`config.mk`:
```
export PLATFORM = sky130hd
export DESIGN_NAME = alu_arbiter
export DESIGN_NICKNAME = d
export VERILOG_FILES = /design/src/rtl/alu_arbiter.sv
export SDC_FILE = /design/constraint.sdc
export NUM_CORES = 1
export LEC_CHECK = 0
export BUFFER_PORTS_ARGS = -buffer_cell sky130_fd_sc_hd__buf_2
export CAP_MARGIN = 20
export CORE_AREA = 2 2 128 130
export CTS_CLUSTER_SIZE = 20
export DETAILED_ROUTE_END_ITERATION = 12
export DIE_AREA = 0 0 130 132
export HOLD_SLACK_MARGIN = 0.02
export PLACE_DENSITY_LB_ADDON = 0.2
export REMOVE_ABC_BUFFERS = 1
export SLEW_MARGIN = 25
export SYNTH_ARGS = -nofsm -noshare
export SYNTH_HDL_FRONTEND = slang
export SYNTH_SLANG_ARGS = --single-unit
```
`constraint.sdc`:
```
create_clock -name clk_i -period 2.6 [get_ports clk_i]
set_input_delay 0.52 -clock clk_i [delete_from_list [all_inputs] [get_ports clk_i]]
set_output_delay 0.52 -clock clk_i [all_outputs]
set_load 0.1 [all_outputs]
```
`src/rtl/alu_arbiter.sv`:
```
// Arbiter sharing one combinational execute-stage ALU between two requesters.
// Port 0 is the main pipeline and port 1 a secondary client. Each port has a
// one-entry registered response slot with a valid/ready handshake.
module alu_arbiter #(
  parameter bit          ROUND_ROBIN = 1'b1,
  parameter int unsigned MAX_WAIT    = 8,
  parameter int unsigned CNT_W       = 4,
  // Encoding of ALU_OPERATIONS_NOP driven to the ALU when nothing is granted
  parameter logic [7:0]  AluOpNop    = 8'h00
) (
  input  logic        clk_i,
  input  logic        rst_i,

  input  logic        req0_valid_i,
  output logic        req0_ready_o,
  input  logic [7:0]  req0_op_i,
  input  logic [31:0] req0_a_i,
  input  logic [31:0] req0_b_i,
  input  logic        req0_is_branch_i,

  input  logic        req1_valid_i,
  output logic        req1_ready_o,
  input  logic [7:0]  req1_op_i,
  input  logic [31:0] req1_a_i,
  input  logic [31:0] req1_b_i,
  input  logic        req1_is_branch_i,

  output logic        rsp0_valid_o,
  input  logic        rsp0_ready_i,
  output logic [31:0] rsp0_result_o,
  output logic        rsp0_taken_o,

  output logic        rsp1_valid_o,
  input  logic        rsp1_ready_i,
  output logic [31:0] rsp1_result_o,
  output logic        rsp1_taken_o,

  output logic [7:0]  alu_operation_o,
  output logic [31:0] operand1_o,
  output logic [31:0] operand2_o,
  output logic        is_branch_instruction_o,
  input  logic [31:0] alu_result_i,
  input  logic        branch_taken_i,

  output logic        grant_port_o
);

  localparam logic [CNT_W-1:0] MaxWait = CNT_W'(MAX_WAIT);

  logic             ptr_q, ptr_d;
  logic [CNT_W-1:0] cnt_q, cnt_d;

  logic             rsp0_valid_q, rsp0_valid_d;
  logic [31:0]      rsp0_result_q, rsp0_result_d;
  logic             rsp0_taken_q, rsp0_taken_d;
  logic             rsp1_valid_q, rsp1_valid_d;
  logic [31:0]      rsp1_result_q, rsp1_result_d;
  logic             rsp1_taken_q, rsp1_taken_d;

  logic             slot_free0, slot_free1;
  logic             elig0, elig1;
  logic             grant0, grant1;

  // Eligibility: a slot drained this cycle counts as free; nothing is granted in reset.
  always_comb begin
    slot_free0 = !rsp0_valid_q || rsp0_ready_i;
    slot_free1 = !rsp1_valid_q || rsp1_ready_i;
    elig0      = req0_valid_i && slot_free0 && !rst_i;
    elig1      = req1_valid_i && slot_free1 && !rst_i;
  end

  // Grant selection: at most one port per cycle.
  always_comb begin
    grant0 = 1'b0;
    grant1 = 1'b0;
    if (elig0 && elig1) begin
      if (ROUND_ROBIN) begin
        if (ptr_q) grant1 = 1'b1;
        else       grant0 = 1'b1;
      end else if (cnt_q == MaxWait) begin
        grant1 = 1'b1;
      end else begin
        grant0 = 1'b1;
      end
    end else if (elig0) begin
      grant0 = 1'b1;
    end else if (elig1) begin
      grant1 = 1'b1;
    end
  end

  // Priority pointer and starvation counter next state.
  always_comb begin
    ptr_d = ptr_q;
    cnt_d = cnt_q;
    if (grant0)      ptr_d = 1'b1;
    else if (grant1) ptr_d = 1'b0;
    if (ROUND_ROBIN) begin
      cnt_d = '0;
    end else if (grant1) begin
      cnt_d = '0;
    end else if (elig1 && (cnt_q != MaxWait)) begin
      cnt_d = cnt_q + CNT_W'(1);
    end
  end

  // ALU input mux and handshake outputs.
  always_comb begin
    alu_operation_o         = AluOpNop;
    operand1_o              = '0;
    operand2_o              = '0;
    is_branch_instruction_o = 1'b0;
    if (grant0) begin
      alu_operation_o         = req0_op_i;
      operand1_o              = req0_a_i;
      operand2_o              = req0_b_i;
      is_branch_instruction_o = req0_is_branch_i;
    end else if (grant1) begin
      alu_operation_o         = req1_op_i;
      operand1_o              = req1_a_i;
      operand2_o              = req1_b_i;
      is_branch_instruction_o = req1_is_branch_i;
    end
    req0_ready_o = grant0;
    req1_ready_o = grant1;
    grant_port_o = grant1;
  end

  // Response slots: load on grant, clear valid on drain, otherwise hold.
  always_comb begin
    rsp0_valid_d  = rsp0_valid_q;
    rsp0_result_d = rsp0_result_q;
    rsp0_taken_d  = rsp0_taken_q;
    rsp1_valid_d  = rsp1_valid_q;
    rsp1_result_d = rsp1_result_q;
    rsp1_taken_d  = rsp1_taken_q;
    if (grant0) begin
      rsp0_valid_d  = 1'b1;
      rsp0_result_d = alu_result_i;
      rsp0_taken_d  = branch_taken_i;
    end else if (rsp0_ready_i) begin
      rsp0_valid_d = 1'b0;
    end
    if (grant1) begin
      rsp1_valid_d  = 1'b1;
      rsp1_result_d = alu_result_i;
      rsp1_taken_d  = branch_taken_i;
    end else if (rsp1_ready_i) begin
      rsp1_valid_d = 1'b0;
    end
  end

  // State registers with synchronous reset; reset discards any result in flight.
  always_ff @(posedge clk_i) begin
    if (rst_i) begin
      ptr_q         <= 1'b0;
      cnt_q         <= '0;
      rsp0_valid_q  <= 1'b0;
      rsp0_result_q <= '0;
      rsp0_taken_q  <= 1'b0;
      rsp1_valid_q  <= 1'b0;
      rsp1_result_q <= '0;
      rsp1_taken_q  <= 1'b0;
    end else begin
      ptr_q         <= ptr_d;
      cnt_q         <= cnt_d;
      rsp0_valid_q  <= rsp0_valid_d;
      rsp0_result_q <= rsp0_result_d;
      rsp0_taken_q  <= rsp0_taken_d;
      rsp1_valid_q  <= rsp1_valid_d;
      rsp1_result_q <= rsp1_result_d;
      rsp1_taken_q  <= rsp1_taken_d;
    end
  end

  assign rsp0_valid_o  = rsp0_valid_q;
  assign rsp0_result_o = rsp0_result_q;
  assign rsp0_taken_o  = rsp0_taken_q;
  assign rsp1_valid_o  = rsp1_valid_q;
  assign rsp1_result_o = rsp1_result_q;
  assign rsp1_taken_o  = rsp1_taken_q;

endmodule

```
# Word-level counts from Yosys, hierarchy flattened
# Index checks and enable logic that the tools add are counted.
dict set report word_totals {
  ff_bits 69
  inputBits 185
  output_inout_bits 144
}
dict set report op_classes {
  mux 21
  reduce_logical 13
}
# cell n
set op_table {}
lappend op_table {{32-bit two-way mux} 4}
lappend op_table {{8-bit two-way mux} 2}
lappend op_table {{1-bit two-way mux} 15}
lappend op_table {{2-bit nonzero test} 3}
lappend op_table {{1-bit logical AND} 5}
lappend op_table {{1-bit zero test} 3}
lappend op_table {{1-bit logical OR} 2}

# Logic depth before layout (Yosys ltp)
dict set report logic_depth {
  word_depth 9
  ltp_mapped 8
  depth_no_buf 4
}

# Least setup slack after synthesis
# Ideal clock, no wire load.
dict set report synth_timing {
  path_kind {register to output}
  startpoint {reg rsp0_valid_q (netlist: rsp0_valid_o)}
  endpoint {out req1_ready_o}
  arrival_time_ns 3.459
  required_time_ns 2.080
  setup_slack_ns -1.379
  path_stages_with_launch 6
  path_buffers 2
  path_cell_list {dfxtp_1 -> and2b_1 -> o211ai_2 -> clkbuf_1 -> nor2_1 -> buf_4}
}
dict set report synth_via {
  elab_chain_cells 6
  word_cells_on_any_way 7
  cone_classes {2 x mux; 5 x reduce/logical}
}
# element line_no
set synth_rtl {}
lappend synth_rtl {{from (decl)} 53} ;# logic rsp0_valid_q, rsp0_valid_d;
lappend synth_rtl {{from (signal assigned)} 167} ;# rsp0_valid_q <= rsp0_valid_d;
lappend synth_rtl {{1-bit zero test (*)} 66} ;# slot_free0 = !rsp0_valid_q || rsp0_ready_i;
lappend synth_rtl {{1-bit logical OR (*)} 66}
lappend synth_rtl {{1-bit logical AND (*) (2 in a row)} 68} ;# elig0 = req0_valid_i && slot_free0 && !rst_i;
lappend synth_rtl {{1-bit two-way mux / 1-bit logical AND (equally long branches)} {85, 76}}
lappend synth_rtl {{1-bit two-way mux (*)} 76} ;# if (elig0 && elig1) begin
lappend synth_rtl {{to (decl)} 22} ;# output logic req1_ready_o,
# Every way passes the cells marked *; elsewhere a longest branch is shown, timed or not.

# Worst setup path in the final report
dict set report layout_timing {
  startpoint {reg rsp0_valid_q (netlist: rsp0_valid_o)}
  endpoint {out operand2_o[8]}
}
dict set report layout_via {
  elab_chain_cells 8
  word_cells_on_any_way 11
  cone_classes {6 x mux; 5 x reduce/logical}
}
# element line_no
set layout_rtl {}
lappend layout_rtl {{1-bit zero test (*)} 66}
lappend layout_rtl {{1-bit logical OR (*)} 66}
lappend layout_rtl {{1-bit logical AND (*) (2 in a row)} 68}
lappend layout_rtl {{1-bit two-way mux / 1-bit logical AND (equally long branches)} {85, 76}}
lappend layout_rtl {{1-bit two-way mux} 76}
lappend layout_rtl {{32-bit two-way mux} 118} ;# end else if (grant1) begin
lappend layout_rtl {{32-bit two-way mux (*)} 113} ;# if (grant0) begin
lappend layout_rtl {{to (decl)} 40} ;# output logic [31:0] operand2_o,
# Marked as above.

==> metrics <==
status=complete, no violations; grt total ovfl=0; Die X=130 µm; Cell Rows=46; clk slew on worst S/H paths=0.06 ns; Clock Skew=0.00526 ns; Worst EP arrival=2.04 ns; routed via count=4819; sequential fraction of the synthesis area=0.338; initial antenna violation count=5; Final ANT Viol Nets=0; DP HPWL=14200 µm; Die ar.=0.0172 mm²; drc violations=0; worst hold slack=0.438 ns; Slew headroom=0.654; MaxCap Viol Count=0; maximum fanout along the worst path=7; First-pass DRT Iterations=5; CTS hold repair buffers=0; unique cell type count in the Yosys netlist=24; Slowest cell on crit path=a311oi_4; initial DRC count=168; I/O Pins=329; pwr dens=603 mW/mm²; Final GP Congestion=0.857; All-Layer GR Usage=0.208; startpoint types=flip-flop; per-cell routed wire length=17.8 µm; max-slew violation count=0; Crit. End Element=output port; fmax=0.390 GHz; layout cells sized above 1=0.652; Syn Inst Count=483; total power=0.00459 W; Core Region=0.0157 mm²; largest net degree at the start of global routing=39; Hold Crit Class=primary input to flip-flop; peak supply drop=0.238 mV; min cycle time layout=2.56 ns; Tcrit/Tclk final=0.986; CTS Root Cell=clkbuf_16; CTS tree=yes; #FFs+latches synth=69; Avg Inst Size Synth=8.45 µm²; crit path kind=flip-flop to output port; number of port buffers=328; CTS buffer count=9; vias in the first global route=4763; Initial Util=0.260; area delta synth->final=86.5%; drt total wl=18400 µm; Post-Syn Area=0.00408 mm²; Skew-Pair Late Insertion Delay=0.33 ns; TritonCTS Sinks=69; Die Ht=132 µm; final hold violations=0; post-layout util=0.485; Warnings, synthesis=0; H-tree Lvls=3; required time worst endpoint=2.08 ns; first-pass GRT wire length=27500 µm; DR vias/cell=4.67; Nets=991; RSZ-0062 raised after global routing=yes; crit-path cells=and2b_2 -> a311oi_4 -> buf_4 -> buf_16 -> buf_6 -> a22oi_2 -> nor2_2 -> buf_12; final setup violation count=0; P_leak=3.27 nW; slowest stage delay, CP=0.34 ns; worst slew pin tran=0.523 ns; Clock Tree Buf Depth=2
cell usage in the layout (no fill, tap or decap), types with 2 or more instances in the layout:
master,netlist,layout
dfxtp_2,0,2
nor2_1,8,7
nand2_1,67,67
a22oi_2,70,70
o21ai_0,33,33
nand2b_1,2,2
a21oi_1,67,67
clkinv_2,0,3
clkbuf_16,0,11
nand3_1,33,33
nor2_2,70,71
diode_2,0,5
buf_6,9,2
buf_2,5,251
buf_4,11,22
buf_12,0,85
dfxtp_1,69,67
buf_16,0,2
a22oi_1,3,3
routing by layer:
metal | share of wire | vias to the layer above | global-route usage
met5 | 0 | - | 0
met4 | 0.014 | 0 | 0.0615
met3 | 0.10 | 20 | 0.0925
met2 | 0.51 | 206 | 0.351
met1 | 0.38 | 2243 | 0.234
li1 | - | 2350 | -
metrics by stage:
step	area, µm²	setup slack (ns)	setup TNS (ns)	std cells
after floorplan	3770	-3.41	-275.81	431
after global placement	7160	0.0602	0	999
after detailed placement	7160	0.0257	0	999
after CTS	7500	0.0118	0	1018
after global routing	7620	-0.0456	-0.248	1031
final	7620	0.0359	0	1031
final timing paths:
check / from / endpoint / slack, ns / depth (start not counted)
setup / recovery: rsp0_valid_o / operand2_o[8] / 0.04 / 8
hold / removal: alu_result_i[12] / rsp1_result_o[12] / 0.44 / 3
setup reg to reg: rsp0_valid_o / rsp1_result_o[7] / 0.95 / 6
hold reg to reg: rsp1_result_o[3] / rsp1_result_o[3] / 0.45 / 2
worst max-delay path, delay by kind of cell, from the launching register on:
family / cells / cell delay, ns
DFF: 1 / 0.32
buffers and inverters: 4 / 0.60
AOI/OAI and AO/OA: 2 / 0.39
and+or+nand+nor: 2 / 0.40
repair_timing:
action,4_1_cts,5_1_grt
setup endpoints to repair,2,34
buffers inserted,3,6
pin swaps,1,3
gates resized for setup,1,5
hold endpoints to repair,0,0
cloned,1,2
synth_stat cells:
master	number	share of area
nand2b_4	1	0.0034
nor2_1	8	0.0074
nand2_1	67	0.062
a31o_2	1	0.0021
buf_2	5	0.0061
buf_1	1	0.00092
inv_1	1	0.00092
a31oi_1	1	0.0015
buf_4	11	0.020
a21oi_1	67	0.082
nor2_2	70	0.11
clkbuf_1	26	0.024
and2b_1	1	0.0018
a22oi_1	3	0.0055
nand3_1	33	0.040
a22oi_2	70	0.21
o211ai_2	1	0.0031
nand2b_1	2	0.0031
o211a_1	1	0.0025
buf_6	9	0.025
a311oi_4	1	0.0064
dfxtp_1	69	0.34
o22ai_1	1	0.0015
o21ai_0	33	0.040
flip-flops by register name, summed over array words and instances (netlist names):
signal and flops:
ptr_q 1, rsp1_result_o 32, rsp0_taken_o 1, rsp0_result_o 32
rsp1_valid_o 1, rsp1_taken_o 1, rsp0_valid_o 1
layout make-up:
type                    count  area [µm²]
well taps                 216         270
fillers                  1573        8100
clock inverters             5        52.6
repair buffers            364        3250
clock buffers              10         229
multi-input cells         361        2410
diodes                      5        12.5
flip-flops and latches     69        1380
inverters                   1        3.75
cells by family after synthesis:
group | synth area share
buffers and inverters | 0.0769
AND/OR/NAND/NOR | 0.225
AO/OA/AOI/OAI | 0.360
flip-flops | 0.338
where the power goes:
part | switching [W] | internal [W] | total (W)
clock | 0.000439 | 0.000731 | 0.00117
sequential | 0.0000296 | 0.00112 | 0.00115
combinational | 0.00156 | 0.000712 | 0.00228
Note: power is estimated with default switching activity, not from simulation.
